--- config.mk ---
export PLATFORM = sky130hd
export DESIGN_NAME = spu_imm_decode
export DESIGN_NICKNAME = d
export VERILOG_FILES = /design/src/rtl/spu_imm_decode.sv
export SDC_FILE = /design/constraint.sdc
export NUM_CORES = 1
export LEC_CHECK = 0
export BUFFER_PORTS_ARGS = -buffer_cell sky130_fd_sc_hd__buf_4
export CELL_PAD_IN_SITES_DETAIL_PLACEMENT = 1
export CELL_PAD_IN_SITES_GLOBAL_PLACEMENT = 1
export CORE_UTILIZATION = 39
export CTS_BUF_LIST = sky130_fd_sc_hd__clkbuf_16
export CTS_CLUSTER_DIAMETER = 100
export CTS_CLUSTER_SIZE = 16
export DETAILED_ROUTE_END_ITERATION = 12
export PLACE_DENSITY = 0.83
export SLEW_MARGIN = 20
export SYNTH_ARGS = -nofsm -noshare
export SYNTH_HDL_FRONTEND = slang
export SYNTH_SLANG_ARGS = --single-unit
--- constraint.sdc ---
create_clock -name clk -period 2.1 [get_ports clk]
set_input_delay 0 -clock clk [delete_from_list [all_inputs] [get_ports clk]]
set_output_delay 0 -clock clk [all_outputs]
set_load 0.05 [all_outputs]
--- src/rtl/spu_imm_decode.sv ---
// SPU decode slice: classifies the immediate format of an instruction word and presents raw
// immediate/register fields through a 2-entry skid stage. IMM_UNSUP_CNT_EN adds a no-match counter.
module spu_imm_decode #(
    parameter int unsigned INSTR_W = 32
`ifdef IMM_UNSUP_CNT_EN
    ,
    parameter int unsigned CNT_W = 16
`endif
) (
    input  logic               clk,
    input  logic               rst,
    input  logic               flush,
    input  logic               in_valid,
    output logic               in_ready,
    input  logic [INSTR_W-1:0] instr,
    output logic               out_valid,
    input  logic               out_ready,
    output logic [6:0]         imm7,
    output logic [9:0]         imm10,
    output logic [15:0]        imm16,
    output logic [17:0]        imm18,
    output logic [1:0]         imm_sel,
    output logic               has_imm,
    output logic [6:0]         ra,
    output logic [6:0]         rt,
    output logic [10:0]        op11
`ifdef IMM_UNSUP_CNT_EN
    ,
    output logic [CNT_W-1:0]   unsup_cnt
`endif
);

    localparam logic [1:0] SelRi7  = 2'b00;
    localparam logic [1:0] SelRi10 = 2'b01;
    localparam logic [1:0] SelRi16 = 2'b10;
    localparam logic [1:0] SelRi18 = 2'b11;

    logic [1:0]         dec_sel;
    logic               dec_has;

    logic [INSTR_W-1:0] main_instr_q, skid_instr_q;
    logic [1:0]         main_sel_q, skid_sel_q;
    logic               main_has_q, skid_has_q;
    logic               main_valid_q, skid_valid_q;

    logic               in_fire;
    logic               out_fire;

    // Priority order RI18 > RI16 > RI10 > RI7; a miss still flows downstream with has_imm=0.
    always_comb begin
        dec_has = 1'b1;
        dec_sel = SelRi7;
        if (instr[31:25] == 7'h21) begin
            dec_sel = SelRi18;
        end else if (instr[31:23] inside {9'h081, 9'h082, 9'h083, 9'h0C1}) begin
            dec_sel = SelRi16;
        end else if (instr[31:24] inside {8'h1C, 8'h1D, 8'h14, 8'h04, 8'h34, 8'h24}) begin
            dec_sel = SelRi10;
        end else if (instr[31:21] inside {11'h07B, 11'h078}) begin
            dec_sel = SelRi7;
        end else begin
            dec_has = 1'b0;
        end
    end

    assign in_ready = !skid_valid_q;
    assign in_fire  = in_valid && in_ready;
    assign out_fire = main_valid_q && out_ready;

    always_ff @(posedge clk or posedge rst) begin
        if (rst) begin
            main_instr_q <= '0;
            main_sel_q   <= SelRi7;
            main_has_q   <= 1'b0;
            main_valid_q <= 1'b0;
            skid_instr_q <= '0;
            skid_sel_q   <= SelRi7;
            skid_has_q   <= 1'b0;
            skid_valid_q <= 1'b0;
        end else if (flush) begin
            main_valid_q <= 1'b0;
            skid_valid_q <= 1'b0;
        end else if (!main_valid_q || out_fire) begin
            // Main is free this edge; the skid entry is older than any new word so it goes first.
            if (skid_valid_q) begin
                main_instr_q <= skid_instr_q;
                main_sel_q   <= skid_sel_q;
                main_has_q   <= skid_has_q;
                main_valid_q <= 1'b1;
                skid_valid_q <= 1'b0;
            end else begin
                main_valid_q <= in_fire;
                if (in_fire) begin
                    main_instr_q <= instr;
                    main_sel_q   <= dec_sel;
                    main_has_q   <= dec_has;
                end
            end
        end else if (in_fire) begin
            skid_instr_q <= instr;
            skid_sel_q   <= dec_sel;
            skid_has_q   <= dec_has;
            skid_valid_q <= 1'b1;
        end
    end

    assign out_valid = main_valid_q;
    assign imm7      = main_instr_q[20:14];
    assign imm10     = main_instr_q[23:14];
    assign imm16     = main_instr_q[22:7];
    assign imm18     = main_instr_q[24:7];
    assign imm_sel   = main_sel_q;
    assign has_imm   = main_has_q;
    assign ra        = main_instr_q[13:7];
    assign rt        = main_instr_q[6:0];
    assign op11      = main_instr_q[31:21];

`ifdef IMM_UNSUP_CNT_EN
    logic [CNT_W-1:0] unsup_cnt_q;

    // Flushed words are never accepted, so they are not counted; flush leaves the count intact.
    always_ff @(posedge clk or posedge rst) begin
        if (rst) begin
            unsup_cnt_q <= '0;
        end else if (in_fire && !flush && !dec_has && (unsup_cnt_q != '1)) begin
            unsup_cnt_q <= unsup_cnt_q + 1'b1;
        end
    end

    assign unsup_cnt = unsup_cnt_q;
`endif

endmodule
# Word level (Yosys, flattened, before mapping)
# Index checks and enable logic that the tools add are counted.
[word_totals]
regBits = 72
[classes]
eq_ne = 13
muxes = 19
bitwise_logic = 2
reduce_logical = 13
[op_table]
columns = ["cell", "n"]
rows = [
  ["$mux W32", 2],
  ["$eq A9 B8 Y1 const B", 4],
  ["$eq A8 B5 Y1 const B", 3],
  ["$eq A11 B7 Y1 const B", 2],
  ["$eq A8 B6 Y1 const B", 2],
  ["$mux W1", 13],
  ["$eq A8 B3 Y1 const B", 1],
  ["$mux W2", 4],
  ["$eq A7 B6 Y1 const B", 1],
  ["$reduce_and A3 Y1", 2],
  ["$reduce_bool A2 Y1", 3],
  ["$reduce_bool A6 Y1", 1],
  ["$reduce_bool A4 Y1", 1],
  ["$reduce_bool A3 Y1", 1],
  ["$logic_and A1 B1 Y1", 2],
  ["$logic_not A1 Y1", 2],
  ["$not A1 Y1", 2],
  ["$logic_or A1 B1 Y1", 1],
]

# Logic depth before layout (Yosys ltp)
# Gate-level depths: netlist (run 1).
[depth]
ltp_word = 8
mapped_depth = 5
depth_no_buf = 4

# Least setup slack after synthesis (run 1)
# OpenSTA, ideal clock, no wires.
[synth_path]
path_kind = "register -> register"
from = "register main_valid_q (netlist: out_valid)"
to = "register skid_instr_q[16]"
arrival_ps = 1830
setup_slack_ps = 146
path_stages_with_launch = 5
n_path_buf = 1
path_cell_list = "dfrtp_1 > nand2b_4 > nor4b_4 > buf_6 > mux2_2"
[synth_via]
elab_chain_cells = 4
word_cells_on_any_way = 5
classes_between = "bitwise: 1; reduce/logical: 4"
[synth_rtl]
columns = ["element", "line", "source"]
rows = [
  ["start, declared", "44", "logic main_valid_q, skid_valid_q;"],
  ["start signal, assigned", "92", "main_valid_q <= in_fire;"],
  ["$logic_not A1 Y1 / $logic_and A1 B1 Y1 (equally long branches)", "83, 68", ""],
  ["$logic_or A1 B1 Y1 (*)", "83", "end else if (!main_valid_q || out_fire) begin"],
  ["$not A1 Y1 (no line) (*)", "n/a", ""],
  ["$reduce_and A3 Y1 (no line) (*)", "n/a", ""],
  ["end signal, assigned", "100", "skid_instr_q <= instr;"],
  ["end, declared", "41", "logic [INSTR_W-1:0] main_instr_q, skid_instr_q;"],
]
# Every way passes the cells marked *; elsewhere a longest branch is shown, timed or not.
# A chain may end at the register's enable or synchronous reset.

# Final worst setup path (run 1)
[layout_path]
from = "register skid_valid_q"
to = "register main_sel_q[0] (netlist: imm_sel[0])"
[layout_via]
elab_chain_cells = 4
word_cells_on_any_way = 5
classes_between = "mux: 1; reduce/logical: 4"
[layout_rtl]
columns = ["element", "line", "source"]
rows = [
  ["start, declared", "44", ""],
  ["start signal, assigned", "79", "skid_valid_q <= 1'b0;"],
  ["start signal, assigned", "82", "skid_valid_q <= 1'b0;"],
  ["start signal, assigned", "90", "skid_valid_q <= 1'b0;"],
  ["$logic_not A1 Y1", "66", "assign in_ready = !skid_valid_q;"],
  ["$logic_and A1 B1 Y1", "67", "assign in_fire = in_valid && in_ready;"],
  ["$reduce_bool A2 Y1 (no line)", "n/a", ""],
  ["$reduce_and A3 Y1 (no line)", "n/a", ""],
  ["end signal, assigned", "73", "main_sel_q <= SelRi7;"],
  ["end signal, assigned", "87", "main_sel_q <= skid_sel_q;"],
  ["end signal, assigned", "95", "main_sel_q <= dec_sel;"],
  ["end, declared", "42", "logic [1:0] main_sel_q, skid_sel_q;"],
]
# Parallel ways exist; a longest one is shown, timed or not.

==> results.md, run 1 <==
* Status: finished clean
* Chip width at 96.2 microns
* Vias in the first global route at around 2800
* #FFs+latches synth at 72
* Clock-pin slew on the worst setup and hold paths at 0.06 ns
* Placed Cells at 469
* Multi-input gate area at 0.00124 sq mm
* TritonRoute pass-1 iters at 4
* Skew final at 0.00559 ns
* Psw at 1.99 mW
* Die ar. at 0.00925 sq mm
* Fillers at 904
* Avg WL per Cell at 17.1 microns
* FF-to-FF setup slack at roughly 0.39 ns
* Fin crit period at between 1.5 and 2 ns
* Die H at ~96 microns
* GP Congestion at ~0.76
* Crit path from: skid_valid_q
* Reg-to-Reg End: imm_sel[0]
* Synthesized instance count at 296
* Worst Setup Path Type: reg -> reg
* Startpoint Class: flip-flop
* Area Overhead vs Synth at 37.9%
* Inserted Diodes at 0
* I/O Pins at 118
* Setup TNS at 0 ns
* # port buffers at around 120
* First-pass GRT wire length at 14100 microns
* Worst-Margin Slew at 0.590 ns
* Worst slack, placed at 0.426 ns
* Wirelength, routed at 8930 microns
* Final setup violation count at 0
* Hold Crit Depth at 3
* Critical path data required time at around 2.3 ns
* CTS tree: yes
* Tot Pwr at 5.06 mW
* Clk buf depth at 2
* Logic gate share of total power at 37.0%
* CTS sink count at 72
* Vias at ~2600
* Hold Path Class: in -> reg
* Slew Viols, Final at 0
* CTS H-tree lvls at 3
* Final period utilization at 81.6%
* Clock share of power at 26.2%
* Core Region at 0.00838 sq mm
* DR vias/cell at 4.95
* Slew headroom at 60.6%
* Power density cells at 1060 mW/mm^2
* Final worst setup slack at about 0.39 ns
* FMAX at 583 MHz
* Resized cells post-CTS at 0
* Largest net degree at the start of global routing at 29
* Reg2Reg Depth at 5
* Skew-Pair Late Insertion Delay at 0.33 ns
* Total GRT Usage at 20.9%
* Peak supply drop at 0.000387 V
* Crit-path max FO at 15
* YS warnings at 0
* Final core occ at 56.9%
* End of the worst hold path: skid_valid_q
* Total global routing overflow at 0
* # nets final at 448
* Async SR Flop Fraction at 100%
* Final Hold Vio Count at 0
* Layout Cell Area excl Fill at between 0.004 and 0.005 sq mm
* Final ANT Viol Nets at 0
* Ratio of cells with drive above 1 in the final layout at 42.3%
* Max_cap viols at 0
* Unique masters post-synth at 33
* Initial antenna violation count at 0
* Rows at 33
* Mapped cell area at between 0.003 and 0.004 sq mm
* # DRC at 0
* Switching fraction of total power at 39.4%
* FF/Latch Area at approximately 0.0018 sq mm
* Fin cells at 521
* Post-synth EDFFs at 0
* Post-DP HPWL at between 5000 and 6000 microns
* Int Pwr at 3.07 mW
* Initial Utilization at 41.3%
* Post-Place Cell Area at 0.00415 sq mm
* Mapped Avg Cell Area at about 12 sq um
* CTS root buf: clkbuf_16
* Min-delay src: in_valid
* Predominant post-synthesis flop cell: dfrtp_1
* Arrival time at the worst endpoint at 1.93 ns
* Sequential share of power at 36.8%
* Mapped Nets at 333
* Leak at 2.13 nW
* Crit. End Element: flip-flop
* TritonCTS Buffers at 9
* FF-to-FF Start: skid_valid_q
* Register area share after synthesis at 52.1%
* Initial drt markers at 119
* Hold_ws at 0.164 ns
* RSZ-0062 raised after global routing: no
-- flip-flops by register name, indices dropped and copies added, names as in the netlist --
signal,cells
out_valid,1
skid_instr_q,32
has_imm,1
imm_sel,2
main_instr_q,32
skid_valid_q,1
skid_sel_q,2
skid_has_q,1
-- cells in the final DEF, fill, tap and decap left out, drive strengths merged, types with 2 or more instances in the layout --
cell,n
mux2,33
inv,5
dfrtp,72
nor4b,2
clkinv,5
a31oi,2
nor3,3
nand2b,2
dlygate4sd3,36
clkbuf,9
mux2i,34
o21ai,3
a21oi,33
buf,126
nor2b,2
nor2,36
-- cells by family after synthesis --
logic type / after synthesis / share of synthesized area, %
XOR/XNOR: 1 / 0.253
multiplexers: 67 / 20.6
AND/OR/NAND/NOR: 53 / 8.14
AO/OA/AOI/OAI: 42 / 6.58
flip-flops: 72 / 52.1
buffers and inverters: 61 / 12.3
-- final cells by class --
type	count	share of cell area [%]
flip-flops and latches	72	37.8
clock buffers	9	4.72
repair buffers	162	27.9
multi-input cells	163	25.9
well taps	105	2.75
clock inverters	7	0.656
inverters	3	0.236
-- synth_stat cells (2+ instances only) --
| cell type | number | area, sq um |
|---|---|---|
| a21oi_1 | 33 | 165 |
| a31oi_1 | 2 | 12.5 |
| buf_2 | 8 | 40.0 |
| buf_4 | 44 | 330 |
| buf_6 | 3 | 33.8 |
| clkbuf_1 | 3 | 11.3 |
| dfrtp_1 | 72 | 1800 |
| inv_1 | 3 | 11.3 |
| mux2_1 | 2 | 22.5 |
| mux2_2 | 31 | 349 |
| mux2i_1 | 34 | 340 |
| nor2_1 | 36 | 135 |
| nor2b_1 | 2 | 12.5 |
| nor3_1 | 2 | 10.0 |
| o21ai_0 | 3 | 15.0 |
-- layer usage --
metal,GRT usage (%),vias to the layer above,part of all wire (%)
li1,-,1204,-
met1,23.2,1276,38
met2,37.6,80,55
met3,3.79,19,4.2
met4,11.6,0,2.9
met5,0,-,0
-- critical path, cell delays in order, from the launching register on --
cell	delay (ns)
dfrtp_2	0.48
nor2_1	0.37
nor3_4	0.08
buf_4	0.20
and3_1	0.20
a211o_1	0.27
-- timing repair --
| action | CTS | global route |
|---|---|---|
| setup endpoints to repair | 0 | 0 |
| setup buffers | 0 | 0 |
| hold endpoints to repair | 75 | 0 |
| hold buffers | 36 | 0 |
-- power groups by stage --
stage / Clock (mW) / Sequential, mW / Combinational (mW)
after global routing: 1.42 / 1.90 / 1.97
after CTS: 1.37 / 1.86 / 1.88
after detailed placement: 0 / 1.88 / 1.82
final: 1.33 / 1.87 / 1.87
after global placement: 0 / 1.85 / 1.78
after floorplan: 0 / 2.22 / 1.06
-- worst max-delay path by stage --
stage	endpoint	slack, ns	depth (start not counted)
after global placement	skid_instr_q[22]	0.48	3
after floorplan	skid_instr_q[16]	0.15	4
after detailed placement	skid_instr_q[27]	0.43	3
after CTS	imm_sel[0]	0.40	5
after global routing	imm_sel[0]	0.32	5
final	imm_sel[0]	0.39	5
Note: power is estimated with default switching activity, not from simulation.
==> inputs of run 2 (changes only) <==
--- a/config.mk
+++ b/config.mk
@@ -5,15 +5,16 @@
 export SDC_FILE = /design/constraint.sdc
 export NUM_CORES = 1
 export LEC_CHECK = 0
+export ABC_AREA = 1
 export BUFFER_PORTS_ARGS = -buffer_cell sky130_fd_sc_hd__buf_4
 export CELL_PAD_IN_SITES_DETAIL_PLACEMENT = 1
 export CELL_PAD_IN_SITES_GLOBAL_PLACEMENT = 1
-export CORE_UTILIZATION = 39
+export CORE_UTILIZATION = 36
 export CTS_BUF_LIST = sky130_fd_sc_hd__clkbuf_16
 export CTS_CLUSTER_DIAMETER = 100
 export CTS_CLUSTER_SIZE = 16
 export DETAILED_ROUTE_END_ITERATION = 12
-export PLACE_DENSITY = 0.83
+export PLACE_DENSITY = 0.81
 export SLEW_MARGIN = 20
 export SYNTH_ARGS = -nofsm -noshare
 export SYNTH_HDL_FRONTEND = slang
==> constraint.sdc (replaced) <==
create_clock -name clk -period 1.65 [get_ports clk]
set_input_delay 0 -clock clk [delete_from_list [all_inputs] [get_ports clk]]
set_output_delay 0 -clock clk [all_outputs]
set_load 0.05 [all_outputs]
==> results.md, run 2 <==
* I/O Pins at 118 (unchanged)
* Mapped Nets at 465 (+40%)
* Final core occ at 53.1% (-3.8 points)
* Post-Place Cell Area at 0.00425 sq mm (+2.4%)
* Clock-pin slew on the worst setup and hold paths at 0.05 ns (about the same)
* CTS root buf: clkbuf_16
* Leak at 2.63 nW (+23%)
* FMAX at 604 MHz (+3.6%)
* Mapped cell area at 0.00352 sq mm (+1.8%)
* CTS sink count at 72 (unchanged)
* Initial antenna violation count at 0 (unchanged)
* Post-synth EDFFs at 0 (unchanged)
* Peak supply drop at 0.000553 V (+43%)
* Clock share of power at 27.6% (+1.4 points)
* Top flop regs: main_instr_q x32, skid_instr_q x32
* Hold Path Class: in -> reg
* Total GRT Usage at 19.4% (-1.5 points)
* Vias at 3115 (+21%)
* Area share of the largest cell type after synthesis at 51.2% (-0.94 points)
* Register area share after synthesis at 51.2% (-0.94 points)
* Mapped Avg Cell Area at 8.23 sq um (-30%)
* Slew Viols, Final at 0 (unchanged)
* TritonCTS Buffers at 9 (unchanged)
* Area Overhead vs Synth at 41.2%
* Fin crit period at 1.65 ns (-0.0595 ns)
* Sequential share of power at 35.4% (-1.4 points)
* Startpoint Class: flip-flop
* Skew final at 0.00468 ns (-0.000905 ns)
* Wirelength, routed at 9300 microns (+4.1%)
* Final setup violation count at 2 (+2)
* Predominant post-synthesis flop cell: dfrtp_1
* Ratio of cells with drive above 1 in the final layout at 30.2% (-12 points)
* TritonRoute pass-1 iters at 4 (unchanged)
* Final ANT Viol Nets at 0 (unchanged)
* #FFs+latches synth at 72 (unchanged)
* Yosys top cell by area: dfrtp_1
* Die ar. at 0.0102 sq mm (+10%)
* Initial drt markers at 91 (-24%)
* Logic gate share of total power at 37.0% (about the same)
* Clk buf depth at 2 (unchanged)
* # DRC at 0 (unchanged)
* Crit-path max FO at 6 (-9)
* Worst Setup Path Type: reg -> reg
* Most frequent cells after synthesis: nand2_1 (117), dfrtp_1 (72), o21ai_0 (68)
* CTS H-tree lvls at 3 (unchanged)
* Hold Crit Depth at 3 (unchanged)
* Int Pwr at 4.03 mW (+31%)
* Psw at 2.66 mW (+33%)
* Final period utilization at 100% (+19 points)
* # port buffers at 117 (unchanged)
* GP Congestion at 0.791 (+4.5%)
* Ranking of synthesized cells by area: dfrtp_1 (51%), nand2_1 (12%), o21ai_0 (9.7%), buf_4 (9.4%), o21ai_1 (4.3%)
* Leading cell types in the layout, fill and taps excluded: buf_4 (128), nand2_1 (114), dfrtp_1 (71), o21ai_0 (68), inv_1 (37)
* Max_cap viols at 0 (unchanged)
* Status: finished with violations
* Critical path data required time at 1.86 ns (-0.45 ns)
* Chip width at 101 microns (+4.9%)
* Layout Cell Area excl Fill at 0.00497 sq mm (+4.3%)
* Largest net degree at the start of global routing at 43 (+48%)
* Final worst setup slack at -0.00452 ns (-0.391 ns)
* Most common cell after layout, fill and taps aside: buf_4
* DR vias/cell at 4.59 (-7.2%)
* Inserted Diodes at 0 (unchanged)
* First-pass GRT wire length at 15300 microns (+8.5%)
* Rows at 35 (+6.1%)
* Failing checks: setup timing
* Final Hold Vio Count at 0 (unchanged)
* Power density cells at 1340 mW/mm^2 (+27%)
* Reg2Reg Depth at 10 (+5)
* Worst-Margin Slew at 0.627 ns (+0.0368 ns)
* Die H at 101 microns (+4.9%)
* Arrival time at the worst endpoint at 1.87 ns (-0.06 ns)
* Switching fraction of total power at 39.8% (+0.42 points)
* Avg WL per Cell at 13.7 microns (-20%)
* Setup TNS at -0.00479 ns (-0.00479 ns)
* Post-DP HPWL at 6150 microns (+4.3%)
* Vias in the first global route at 3101 (+10%)
* Async SR Flop Fraction at 100% (unchanged)
* Skew-Pair Late Insertion Delay at 0.33 ns (about the same)
* Core Region at 0.00937 sq mm (+12%)
* Initial Utilization at 37.6% (-3.7 points)
* Crit. End Element: flip-flop
* Count leader, synth: nand2_1
* Hold_ws at 0.0190 ns (-0.145 ns)
* CTS tree: yes
* Tot Pwr at 6.69 mW (+32%)
* Total global routing overflow at 0 (unchanged)
* Unique masters post-synth at 21 (-36%)
* Synthesized instance count at 428 (+45%)
* YS warnings at 0 (unchanged)
* RSZ-0062 raised after global routing: yes
* # nets final at 581 (+30%)
* Slew headroom at 58.1% (-2.5 points)
## run 2: cell count changes in the layout (fill, tap and decap cells not counted), moves of 29 or more
cell / delta
nand2_1: +113
o21ai_0: +65
mux2i_1: -34
inv_1: +33
mux2_2: -31
o21ai_1: +30
a21oi_1: -29
## run 2: stage by stage
step | worst slack, ns | instances
after floorplan | 0.0194 | 428
final | -0.00452 | 678
after detailed placement | 0.0455 | 619
after global routing | -0.0811 | 678
after CTS | 0.00997 | 668
after global placement | 0.146 | 619
## run 2: power by group through the flow
stage	clock network, mW	registers [mW]	logic, mW
after floorplan	0	2.85	1.40
after global placement	0	2.37	2.35
after detailed placement	0	2.39	2.40
after CTS	1.90	2.36	2.47
after global routing	1.97	2.42	2.63
final	1.84	2.37	2.48
## run 2: what timing repair did
| action | in CTS | in global routing |
|---|---|---|
| resized for setup | 1 | 13 |
| buffers inserted | 0 | 10 |
| pin swaps | 0 | 3 |
| hold endpoints to repair | 54 | 0 |
| hold buffers | 33 | 0 |
| endpoints found under the setup margin | 4 | 27 |
## run 2: cell families after synthesis
logic type	synth area share [%]
and+or+nand+nor	16.3
AOI/OAI and AO/OA	15.7
buffers and inverters	16.8
DFF	51.2
## run 2: cell type report
type	instances	area, sq um
Sequential cell	72	1800
Timing Repair Buffer	170	1430
Tap cell	129	161
Multi-Input combinational cell	251	1140
Inverter	40	159
Clock buffer	9	225
Clock inverter	7	55.1
Fill cell	1154	4400
## run 2: worst paths after layout
kind	startpoint	endpoint	slack (ns)
worst max register to register	out_valid	skid_instr_q[15]	-0.005
worst min register to register	skid_instr_q[29]	skid_instr_q[29]	0.48
worst min-delay path	instr[27]	skid_instr_q[27]	0.02
worst max-delay path	out_valid	skid_instr_q[15]	-0.005
max in group asynchronous	rst	out_valid	0.79
min in group asynchronous	rst	main_instr_q[10]	0.31
## run 2: critical path: stages, from the launching register on
cell and delay [ns]:
dfrtp_2 0.36, inv_2 0.04, nor2_4 0.10, inv_2 0.04
or2_4 0.26, nor3_4 0.24, clkinv_4 0.14, buf_6 0.15
buf_6 0.11, nand2_1 0.05, o21ai_1 0.05
## run 2: metal layers
| metal | routed length [microns] | vias up | track usage, % |
|---|---|---|---|
| li1 | - | 1546 | - |
| met1 | 4180 | 1477 | 24.2 |
| met2 | 4570 | 84 | 33.1 |
| met3 | 450 | 8 | 5.06 |
| met4 | 91 | 0 | 5.69 |
| met5 | 0 | - | 0 |
